`config.mk`:
```
export PLATFORM = sky130hd
export DESIGN_NAME = pin_chain_tester_flat
export DESIGN_NICKNAME = d
export VERILOG_FILES = /design/src/rtl/pin_chain_tester_pkg.sv /design/src/rtl/pin_chain_tester_if.sv /design/src/rtl/pin_chain_tester_sync_bank.sv /design/src/rtl/pin_chain_tester.sv /design/src/flat_wrapper.sv
export SDC_FILE = /design/constraint.sdc
export NUM_CORES = 1
export LEC_CHECK = 0
export CORE_MARGIN = 3
export CORE_UTILIZATION = 50
export DETAILED_ROUTE_END_ITERATION = 7
export PLACE_DENSITY = 0.71
export SLEW_MARGIN = 25
export SYNTH_ARGS = -nofsm -noshare
export SYNTH_HDL_FRONTEND = slang
export SYNTH_SLANG_ARGS = --single-unit
```
`constraint.sdc`:
```
create_clock -name clk -period 10.2 [get_ports clk]
set_input_delay 1.02 -clock clk [delete_from_list [all_inputs] [get_ports clk]]
set_output_delay 1.02 -clock clk [all_outputs]
set_load 0.005 [all_outputs]
```
`src/rtl/pin_chain_tester_pkg.sv`:
```
// Shared types and helpers for the pico-ice pin-chain continuity tester.
package pin_chain_pkg;

  // Widest chain the pattern helper can describe.
  localparam int MAX_CH = 32;

  typedef enum logic [1:0] {
    IDLE  = 2'd0,
    DRIVE = 2'd1,
    CHECK = 2'd2,
    DONE  = 2'd3
  } pc_state_e;

  // Number of patterns in one run: zeros, ones, walking one, walking zero.
  function automatic int nPat(input int nCh);
    return 2 * nCh + 2;
  endfunction

  // Pattern k for an nCh-wide chain, right-aligned in a MAX_CH vector.
  function automatic logic [MAX_CH-1:0] pattern(input int k, input int nCh);
    logic [MAX_CH-1:0] allOnes;
    allOnes = {MAX_CH{1'b1}} >> (MAX_CH - nCh);
    if (k == 0) begin
      return '0;
    end else if (k == 1) begin
      return allOnes;
    end else if (k <= nCh + 1) begin
      return MAX_CH'(1) << (k - 2);
    end else begin
      return allOnes & ~(MAX_CH'(1) << (k - nCh - 2));
    end
  endfunction

endpackage

```
`src/rtl/pin_chain_tester_if.sv`:
```
// Pin-level bundle between the jig wrapper (RP2040 GPIOs, SB_IO pins) and the tester.
interface pin_chain_tester_if #(
  parameter int N_CH = 17
);
  logic            start;
  logic            high_z_req;
  logic [N_CH-1:0] chain_in;
  logic [N_CH-1:0] chain_out;
  logic            chain_oe;
  logic            busy;
  logic            done;
  logic            pass;
  logic [N_CH-1:0] fail_mask;
  logic            led_g;

  // Jig / RP2040 side: drives control and looped-back pins, observes results.
  modport master (
    output start, high_z_req, chain_in,
    input  chain_out, chain_oe, busy, done, pass, fail_mask, led_g
  );

  // Tester side.
  modport slave (
    input  start, high_z_req, chain_in,
    output chain_out, chain_oe, busy, done, pass, fail_mask, led_g
  );
endinterface

```
`src/rtl/pin_chain_tester_sync_bank.sv`:
```
// Vector multi-flop synchroniser for asynchronous jig inputs.
module sync_bank #(
  parameter int WIDTH  = 1,
  parameter int STAGES = 2
) (
  input  logic             clk,
  input  logic             rst,
  input  logic [WIDTH-1:0] d_i,
  output logic [WIDTH-1:0] q_o
);

  logic [WIDTH-1:0] stage_q [STAGES];

  // Shift the raw input through STAGES flops; the last stage is safe to use.
  always_ff @(posedge clk) begin
    if (rst) begin
      for (int i = 0; i < STAGES; i++) stage_q[i] <= '0;
    end else begin
      stage_q[0] <= d_i;
      for (int i = 1; i < STAGES; i++) stage_q[i] <= stage_q[i-1];
    end
  end

  assign q_o = stage_q[STAGES-1];

endmodule

```
`src/rtl/pin_chain_tester.sv`:
```
// Pin-chain continuity tester: drives zeros, ones, walking-one and walking-zero
// patterns onto the chain, compares the looped-back pins and accumulates a
// per-channel fail mask. Technology independent; SB_IO/SB_RGBA_DRV live in the
// jig wrapper.
module pin_chain_tester
  import pin_chain_pkg::*;
#(
  parameter int N_CH          = 17,
  parameter int SETTLE_CYCLES = 4,
  parameter int SYNC_STAGES   = 2,
  parameter int LED_DIV       = 22
) (
  input logic              clk,
  input logic              rst,
  pin_chain_tester_if.slave jig
);

  localparam int NPAT  = nPat(N_CH);
  localparam int KW    = $clog2(NPAT);
  localparam int WRAW  = $clog2(SETTLE_CYCLES + SYNC_STAGES);
  localparam int WW    = (WRAW < 1) ? 1 : WRAW;
  localparam logic [KW-1:0] K_LAST    = KW'(NPAT - 1);
  localparam logic [WW-1:0] WAIT_LOAD = WW'(SETTLE_CYCLES + SYNC_STAGES - 1);

  logic [1:0]      ctrlSync;
  logic            sStart;
  logic            sHighZ;
  logic [N_CH-1:0] sIn;
  logic            startRise;

  pc_state_e       state_q, state_d;
  logic [KW-1:0]   k_q, k_d;
  logic [WW-1:0]   waitCnt_q, waitCnt_d;
  logic [N_CH-1:0] failMask_q, failMask_d;
  logic            done_q, done_d;
  logic            pass_q, pass_d;
  logic            busy_q, busy_d;
  logic [N_CH-1:0] chainOut_q, chainOut_d;
  logic            chainOe_q, chainOe_d;
  logic            ledG_q, ledG_d;
  logic [LED_DIV-1:0] blinkCnt_q, blinkCnt_d;
  logic            startDly_q;

  sync_bank #(.WIDTH(2), .STAGES(SYNC_STAGES)) u_syncCtrl (
    .clk (clk),
    .rst (rst),
    .d_i ({jig.start, jig.high_z_req}),
    .q_o (ctrlSync)
  );

  sync_bank #(.WIDTH(N_CH), .STAGES(SYNC_STAGES)) u_syncChain (
    .clk (clk),
    .rst (rst),
    .d_i (jig.chain_in),
    .q_o (sIn)
  );

  assign sStart    = ctrlSync[1];
  assign sHighZ    = ctrlSync[0];
  assign startRise = sStart & ~startDly_q;
  assign chainOe_d = ~sHighZ;

  // Register FSM state, counters and every output so the pins see clean flops.
  always_ff @(posedge clk) begin
    if (rst) begin
      state_q    <= IDLE;
      k_q        <= '0;
      waitCnt_q  <= '0;
      failMask_q <= '0;
      done_q     <= 1'b0;
      pass_q     <= 1'b0;
      busy_q     <= 1'b0;
      chainOut_q <= '0;
      chainOe_q  <= 1'b0;
      ledG_q     <= 1'b0;
      blinkCnt_q <= '0;
      startDly_q <= 1'b0;
    end else begin
      state_q    <= state_d;
      k_q        <= k_d;
      waitCnt_q  <= waitCnt_d;
      failMask_q <= failMask_d;
      done_q     <= done_d;
      pass_q     <= pass_d;
      busy_q     <= busy_d;
      chainOut_q <= chainOut_d;
      chainOe_q  <= chainOe_d;
      ledG_q     <= ledG_d;
      blinkCnt_q <= blinkCnt_d;
      startDly_q <= sStart;
    end
  end

  // Next-state logic: start/abort handling, settle wait, per-pattern compare,
  // and the registered-output values derived from the next state.
  always_comb begin
    state_d    = state_q;
    k_d        = k_q;
    waitCnt_d  = waitCnt_q;
    failMask_d = failMask_q;
    done_d     = done_q;
    pass_d     = pass_q;
    blinkCnt_d = blinkCnt_q + 1'b1;

    case (state_q)
      IDLE, DONE: begin
        if (startRise && !sHighZ) begin
          state_d    = DRIVE;
          k_d        = '0;
          waitCnt_d  = WAIT_LOAD;
          failMask_d = '0;
          done_d     = 1'b0;
          pass_d     = 1'b0;
          blinkCnt_d = '0;
        end
      end
      DRIVE: begin
        if (sHighZ) begin
          state_d = IDLE;
          done_d  = 1'b0;
          pass_d  = 1'b0;
        end else if (waitCnt_q == '0) begin
          state_d = CHECK;
        end else begin
          waitCnt_d = waitCnt_q - 1'b1;
        end
      end
      CHECK: begin
        if (sHighZ) begin
          state_d = IDLE;
          done_d  = 1'b0;
          pass_d  = 1'b0;
        end else begin
          failMask_d = failMask_q | (sIn ^ N_CH'(pattern(int'(k_q), N_CH)));
          if (k_q == K_LAST) begin
            state_d = DONE;
            done_d  = 1'b1;
            pass_d  = (failMask_d == '0);
          end else begin
            k_d       = k_q + 1'b1;
            waitCnt_d = WAIT_LOAD;
            state_d   = DRIVE;
          end
        end
      end
      default: state_d = IDLE;
    endcase

    busy_d     = (state_d == DRIVE) || (state_d == CHECK);
    chainOut_d = busy_d ? N_CH'(pattern(int'(k_d), N_CH)) : '0;
    ledG_d     = 1'b0;
    if (state_d == DONE) begin
      ledG_d = pass_d;
    end else if (busy_d) begin
      ledG_d = blinkCnt_d[LED_DIV-1];
    end
  end

  assign jig.chain_out = chainOut_q;
  assign jig.chain_oe  = chainOe_q;
  assign jig.busy      = busy_q;
  assign jig.done      = done_q;
  assign jig.pass      = pass_q;
  assign jig.fail_mask = failMask_q;
  assign jig.led_g     = ledG_q;

endmodule

```
`src/flat_wrapper.sv`:
```
// flat-port wrapper written by rule: the top's interface ports become plain ports
module pin_chain_tester_flat import pin_chain_pkg::*;
#(
  parameter int N_CH          = 17,
  parameter int SETTLE_CYCLES = 4,
  parameter int SYNC_STAGES   = 2,
  parameter int LED_DIV       = 22
)
  (clk, rst, jig_start, jig_high_z_req, jig_chain_in, jig_chain_out, jig_chain_oe, jig_busy, jig_done, jig_pass, jig_fail_mask, jig_led_g);
  pin_chain_tester_if #(.N_CH(N_CH)) jig_i ();
  input logic clk;
  input logic rst;
  input wire logic [$bits(jig_i.start)-1:0] jig_start;
  input wire logic [$bits(jig_i.high_z_req)-1:0] jig_high_z_req;
  input wire logic [$bits(jig_i.chain_in)-1:0] jig_chain_in;
  output wire logic [$bits(jig_i.chain_out)-1:0] jig_chain_out;
  output wire logic [$bits(jig_i.chain_oe)-1:0] jig_chain_oe;
  output wire logic [$bits(jig_i.busy)-1:0] jig_busy;
  output wire logic [$bits(jig_i.done)-1:0] jig_done;
  output wire logic [$bits(jig_i.pass)-1:0] jig_pass;
  output wire logic [$bits(jig_i.fail_mask)-1:0] jig_fail_mask;
  output wire logic [$bits(jig_i.led_g)-1:0] jig_led_g;
  assign jig_i.start = jig_start;
  assign jig_i.high_z_req = jig_high_z_req;
  assign jig_i.chain_in = jig_chain_in;
  assign jig_chain_out = jig_i.chain_out;
  assign jig_chain_oe = jig_i.chain_oe;
  assign jig_busy = jig_i.busy;
  assign jig_done = jig_i.done;
  assign jig_pass = jig_i.pass;
  assign jig_fail_mask = jig_i.fail_mask;
  assign jig_led_g = jig_i.led_g;
  pin_chain_tester #(.N_CH(N_CH), .SETTLE_CYCLES(SETTLE_CYCLES), .SYNC_STAGES(SYNC_STAGES), .LED_DIV(LED_DIV)) u_core (.clk(clk), .rst(rst), .jig(jig_i));
endmodule
```
Word level (Yosys, flattened, before mapping):

Memory sizes are Yosys's and may differ from the RTL's.
Cells that the tools add are included.

* register bits: 73
* bits in writable memories: 38
* input port bits: 21
* output and inout port bits: 39
* logic and storage cells: 118
* memories: 2

* add/sub/neg operators: 9
* order comparisons: 2
* eq/ne operators: 16
* shift operators: 4
* mux-type cells: 47
* bitwise logic cells: 12
* reductions and logical operators: 14

Memory list
* u_core.u_syncChain.stage_q: depth 2, bits a word 17, rd ports 2, clocked after Yosys merged registers in 0, write ports 2, RTL line pin_chain_tester_sync_bank.sv:12 `logic [WIDTH-1:0] stage_q [STAGES];`
* u_core.u_syncCtrl.stage_q: depth 2, bits a word 2, rd ports 2, clocked after Yosys merged registers in 0, write ports 2, RTL line pin_chain_tester_sync_bank.sv:12

Operators with widths (number)
* $mux 17: 11
* $shl 1x32->17 const A: 4
* $sub 32x3->32 const B: 2
* $mux 22: 2
* $not 17->17: 2
* $pmux 17 s2: 1
* $add 22x1->22 const B: 1
* $mux 6: 3
* $logic_not 17->1: 1
* $or 17x17->17: 1
* $xor 17x17->17: 1
* $mux 3: 5
* $mux 2: 7
* $sub 6x2->7 const B: 2
* $sub 6x5->7 const B: 2
* $mux 1: 13
* $eq 6x2->1 const B: 2
* $le 6x5->1 const B: 2
* $logic_not 6->1: 2
* $pmux 6 s2: 1
* $pmux 3 s3: 1
* $eq 2x2->1 const B: 4
* $ne 2x2->1 const B: 4
* $add 6x1->6 const B: 1
* other kinds (20): 29

Logic depth before layout (Yosys ltp):

* depth after elaboration: 16
* mapped depth: 22

Modules after synthesis:

Synthesis repeated with hierarchy kept, for this count alone.

* cells, all modules: 773
* area, all modules: 6373.6 µm²

By module, submodules not included
* pin_chain_tester: times used 1, cells an instance 675, area an instance 5188.7 µm²
* sync_bank at u_core.u_syncChain: times used 1, cells an instance 88, area an instance 1064.8 µm²
* sync_bank at u_core.u_syncCtrl: times used 1, cells an instance 10, area an instance 120.1 µm²

Least setup slack after synthesis:

No wires, ideal clock.

* path type: flip-flop to flip-flop
* start point: register u_core.k_q[0]
* end point: register u_core.chainOut_q[12], in the netlist u_core.jig.chain_out[12]
* library setup time: 0.148 ns
* data arrival time: 4.556 ns
* slack: 5.496 ns
* cell stages (with the launch flop): 21
* path buffers: 3
* period minus slack after synthesis: 4.704 ns
* cells stage by stage: dfxtp_1 clkbuf_1 inv_1 ha_1 clkbuf_1 a22oi_1 o21a_1 ha_1 xor2_2 ha_1 clkbuf_1 nand2_1 ha_1 nor4_1 nand4b_1 nor2_1 o2bb2ai_1 o311a_1 and3_1 a22o_1 a221oi_1

* word-level cells in the longest chain between the ends: 10
* elaborated cells on any way between the ends: 25
* classes of those cells: 4 x add/sub; 1 x order compare; 4 x eq/ne; 2 x shift; 9 x mux; 2 x bitwise; 3 x reduce/logical

Ends and longest elaborated chain
* start, declared: RTL line pin_chain_tester.sv:32 `logic [KW-1:0] k_q, k_d;`
* start signal, assigned: RTL line pin_chain_tester.sv:80 `k_q <= k_d;`
* $add 6x1->6 or $eq 6x6->1 (tied branches): RTL line pin_chain_tester.sv:140, pin_chain_tester.sv:135
* $mux 6: RTL line pin_chain_tester.sv:135 `if (k_q == K_LAST) begin`
* $mux 6: RTL line pin_chain_tester.sv:129 `if (sHighZ) begin`
* $pmux 6 s2: RTL line pin_chain_tester.sv:105 `case (state_q)`
* $sub 6x5->7: RTL line pin_chain_tester_pkg.sv:30 `return allOnes & ~(MAX_CH'(1) << (k - nCh - 2));`
* $sub 32x3->32: RTL line pin_chain_tester_pkg.sv:30
* $shl 1x32->17: RTL line pin_chain_tester_pkg.sv:30
* $not 17->17: RTL line pin_chain_tester_pkg.sv:30
* $mux 17: RTL line pin_chain_tester_pkg.sv:27 `end else if (k <= nCh + 1) begin`
* $mux 17: RTL line pin_chain_tester_pkg.sv:25 `end else if (k == 1) begin`
* end signal, assigned: RTL line pin_chain_tester.sv:86 `chainOut_q <= chainOut_d;`
* end, declared: RTL line pin_chain_tester.sv:38 `logic [N_CH-1:0] chainOut_q, chainOut_d;`

Several ways; a longest one is shown, not always the timed one.
A chain may end at the register's enable or synchronous reset.

Worst setup path in the final report:

* start point: register u_core.k_q[0]
* end point: register u_core.chainOut_q[13], in the netlist u_core.jig.chain_out[13]

Same word-level chain as after synthesis.

==> results.md <==
- Max Slew Vio Count: 0
- Share of layout cells above drive strength 1: 6.84%
- Post-synth EDFFs: 0
- Clock power frac: about a third
- Cell count after synthesis: ~830
- Setup TNS: 0 ps
- Synth top cells by count: 111 x dfxtp_1, 80 x nor2_1, 60 x nand2_1, 53 x nor2b_1, 49 x nand3_1
- CP Class: reg -> reg
- WP data required: a little over 10000 ps
- Die Y: ~120 µm
- CTS Buf Count: 9
- Clock Path Buffers: 2
- R2R Setup Slk: between 4000 and 5000 ps
- Grt ovf: 0
- Status: complete, no violations
- Leak: around 0.0028 µW
- Largest net degree at the start of global routing: 73
- Die W: between 100 and 150 µm
- Crit. End Element: flop
- Row Count: 42
- # H-tree levels: 3
- Initial core utilization: about half
- Mean post-synth cell area: 8.34 µm²
- Final Skew: roughly 7.0 ps
- Clk sinks: 111
- Residual DRC: 0
- Die area: 0.0153 mm²
- Overall routed net length: between 15000 and 20000 µm
- Syn_nets: 888
- Adder-Cell Fraction of Synth Area: under 10%
- Core Util, Final: 58.6%
- Max Freq: 170 MHz
- Cell Int Power: 688 µW
- First-pass GRT wire length: roughly 29000 µm
- Reg clk slew, reported paths: 70 ps
- Placeable Area: 0.0134 mm²
- Final HPWL DP: ~13000 µm
- CP peak stage delay: a little under 900 ps
- Peak fanout along the critical path: 23
- CTS resizes: 0
- Power per standard cell area: 124 mW/mm²
- Final hold vios: 0
- Filler cells: between 1000 and 1500
- Slowest-stage cell, CP: dfxtp_1
- Starting DRT DRC Count: approximately 640
- Crit path DAT: 6060 ps
- Area leader, netlist: dfxtp_1
- Final Cycle Share: just under 60%
- Seq pwr share: 47.4%
- Yosys warnings: 0
- Peak supply drop: roughly 0.12 mV
- Nets@finish: 915
- R2r startpoint: u_core.k_q[0]
- Hold-fix buffers at CTS: 0
- Net switching power: roughly 280 µW
- Max_cap viols: 0
- Worst-skew pair later-pin latency: 350 ps
- Critical Path Source Type: flop
- Unrepaired setup endpoints after global routing: no
- Drt wl/cell: around 17 µm
- Top cell by count, worst path: ha_1
- Antenna violation net count after detailed routing: 0
- Initial antenna violation count: 0
- Setup Buffers After CTS: 0
- Sequential fraction of the synthesis area: between 30 and 40%
- Worst rel slew slack: between 30% and 40%
- Post-synthesis mux area share: between 1 and 1.5%
- Reg2Reg Capture Point: u_core.jig.chain_out[13]
- WHS: between 400 and 500 ps
- Worst Hold End: u_core.u_syncChain.stage_q[0][22]
- Comb pwr share: between 10% and 20%
- Reg2Reg Depth: 17
- Buffers added on ports: between 50 and 60
- Via-to-Cell Ratio: ~6.2
- Antenna Diode Count: 0
- Vias: ~6500
- Post-synth top area share: around a third
- Num ports: 60
- Hold Path Stages: 1
- CTS tree: done
- Cell family with most CP delay: adder cells
- Synth Register Bits: 111
- Final setup violating endpoints: 0
- Syn Std Cell Area: 0.00694 mm²
- Largest family of logic cells by synthesized area: simple AND/OR/NAND/NOR gates
- Worst-path cell chain: inv_1 > ha_1 > a22oi_1 > o21a_1 > ha_1 > xor2_2 > ha_1 > nand2_1 > ha_1 > nor4_1 > nand4b_1 > nor2_1 > o2bb2ai_1 > o311a_1 > and3_1 > a22o_1 > a221oi_1
- Least-Margin Pin Slew: 960 ps
- Synth Area in Simple Gates: between 30% and 40%
- Compound-Gate Fraction of Synth Area: 20.6%
- Xor-xnor portion of the synthesized cell area: under 10%
- Hold Path Class: reg -> reg
- Final Critical Period: between 5000 and 6000 ps
- Min-delay src: u_core.u_syncChain.stage_q[0][5]
- Post-synth ARST share: 0%
- Crit path buffers/inverters: 1
- CTS root buf: clkbuf_16
- Unique cell type count in the Yosys netlist: 95
- Gpl congestion: between 0.9 and 1
- Total GRT Usage: between 20% and 30%
- Largest cells by area after synthesis: dfxtp_1 32%, ha_1 6.3%, nor2b_1 4.8%
- Ys flop type: dfxtp_1
- Most used standard cell by instance count after synthesis: dfxtp_1
- Vias in the first global route: between 5000 and 6000
- Sw frac: 29.2%
- Area grow syn2layout: 13.1%
- Pre-antenna DRT Iters: 5
==> cell families after synthesis <==
kind of cell | Yosys count
XOR/XNOR | 38
AO/OA/AOI/OAI | 180
buffers and inverters | 70
AND/OR/NAND/NOR | 390
adder cells (fa/ha/maj) | 35
multiplexers | 8
flip-flops | 111
==> metrics by stage <==
| stage | cells | instance area (µm²) | setup slack [ps] | power (µW) |
|---|---|---|---|---|
| finish | 1039 | 7850 | 4310 | 971 |
| global placement | 1024 | 7560 | 4600 | 635 |
| detailed placement | 1024 | 7560 | 4420 | 641 |
| global route | 1039 | 7850 | 3820 | 1020 |
| CTS | 1039 | 7840 | 4430 | 976 |
| floorplan | 832 | 6940 | 5500 | 598 |
==> cells in the final DEF, fill, tap and decap left out, types with 6 or more instances in the layout <==
cell type	instances
nor2b_1	53
a21oi_1	27
a31oi_1	12
a22oi_1	21
xnor2_1	23
nand2_1	60
ha_1	35
or3_1	7
dfxtp_1	111
xor2_1	13
inv_1	23
nor4_1	17
nor3_1	23
nor2_1	79
clkbuf_16	9
and3_1	18
a221oi_1	6
and2_1	7
o211ai_1	7
nand4_1	17
o21ai_0	19
nand3_1	49
a211oi_1	7
clkdlybuf4s50_1	58
mux2i_1	6
nand2b_1	12
==> worst register-to-register path, stage by stage, from the launching register on <==
cell       delay (ps)
dfxtp_1           870
inv_1             390
ha_1              600
a22oi_1           300
o21a_1            380
ha_1              320
xor2_2            310
ha_1              520
nand2_1           120
ha_1              290
nor4_1            360
nand4b_1          180
nor2_1            120
o2bb2ai_1         200
o311a_1           280
and3_1            170
a22o_1            210
a221oi_1          100
==> flip-flops by register name, indices dropped and copies added, names as in the netlist, 2 cells and up <==
name / cells
u_core.blinkCnt_q: 22
u_core.jig.chain_out: 17
u_core.jig.fail_mask: 17
u_core.k_q: 6
u_core.state_q: 2
u_core.u_syncChain.stage_q: 34
u_core.u_syncCtrl.stage_q: 4
u_core.waitCnt_q: 3
==> area by class of cell <==
class | count | area, µm² | area share, %
Tap cell | 176 | 220 | 2.81
Multi-Input combinational cell | 651 | 4420 | 56.4
Sequential cell | 111 | 2220 | 28.3
Clock inverter | 5 | 42.5 | 0.542
Inverter | 24 | 90.1 | 1.15
Timing Repair Buffer | 62 | 608 | 7.75
Clock buffer | 10 | 239 | 3.05
==> power by group through the flow <==
stage / Combinational, µW / Sequential, µW / Clock (µW)
floorplan: 132 / 466 / 0
global placement: 166 / 469 / 0
detailed placement: 171 / 470 / 0
CTS: 172 / 460 / 344
global route: 192 / 462 / 361
finish: 174 / 460 / 336
==> worst max path at each step <==
stage                        from                       end  slack (ps)  cells after the start
CTS                 u_core.k_q[0]  u_core.jig.chain_out[13]        4430                     19
global route        u_core.k_q[0]  u_core.jig.chain_out[13]        3820                     18
detailed placement  u_core.k_q[0]  u_core.jig.chain_out[13]        4420                     19
global placement    u_core.k_q[0]  u_core.jig.chain_out[13]        4600                     19
floorplan           u_core.k_q[0]  u_core.jig.chain_out[12]        5500                     20
finish              u_core.k_q[0]  u_core.jig.chain_out[13]        4310                     17
==> metal layers <==
layer  GRT usage, %  share of wire (%)  vias up
li1               -                  -     3111
met1           34.5                 47     3061
met2           35.3                 44      269
met3           4.09                7.5       31
met4           8.65                2.0        0
met5              0                  0        -
(Power assumes the default switching activity.)
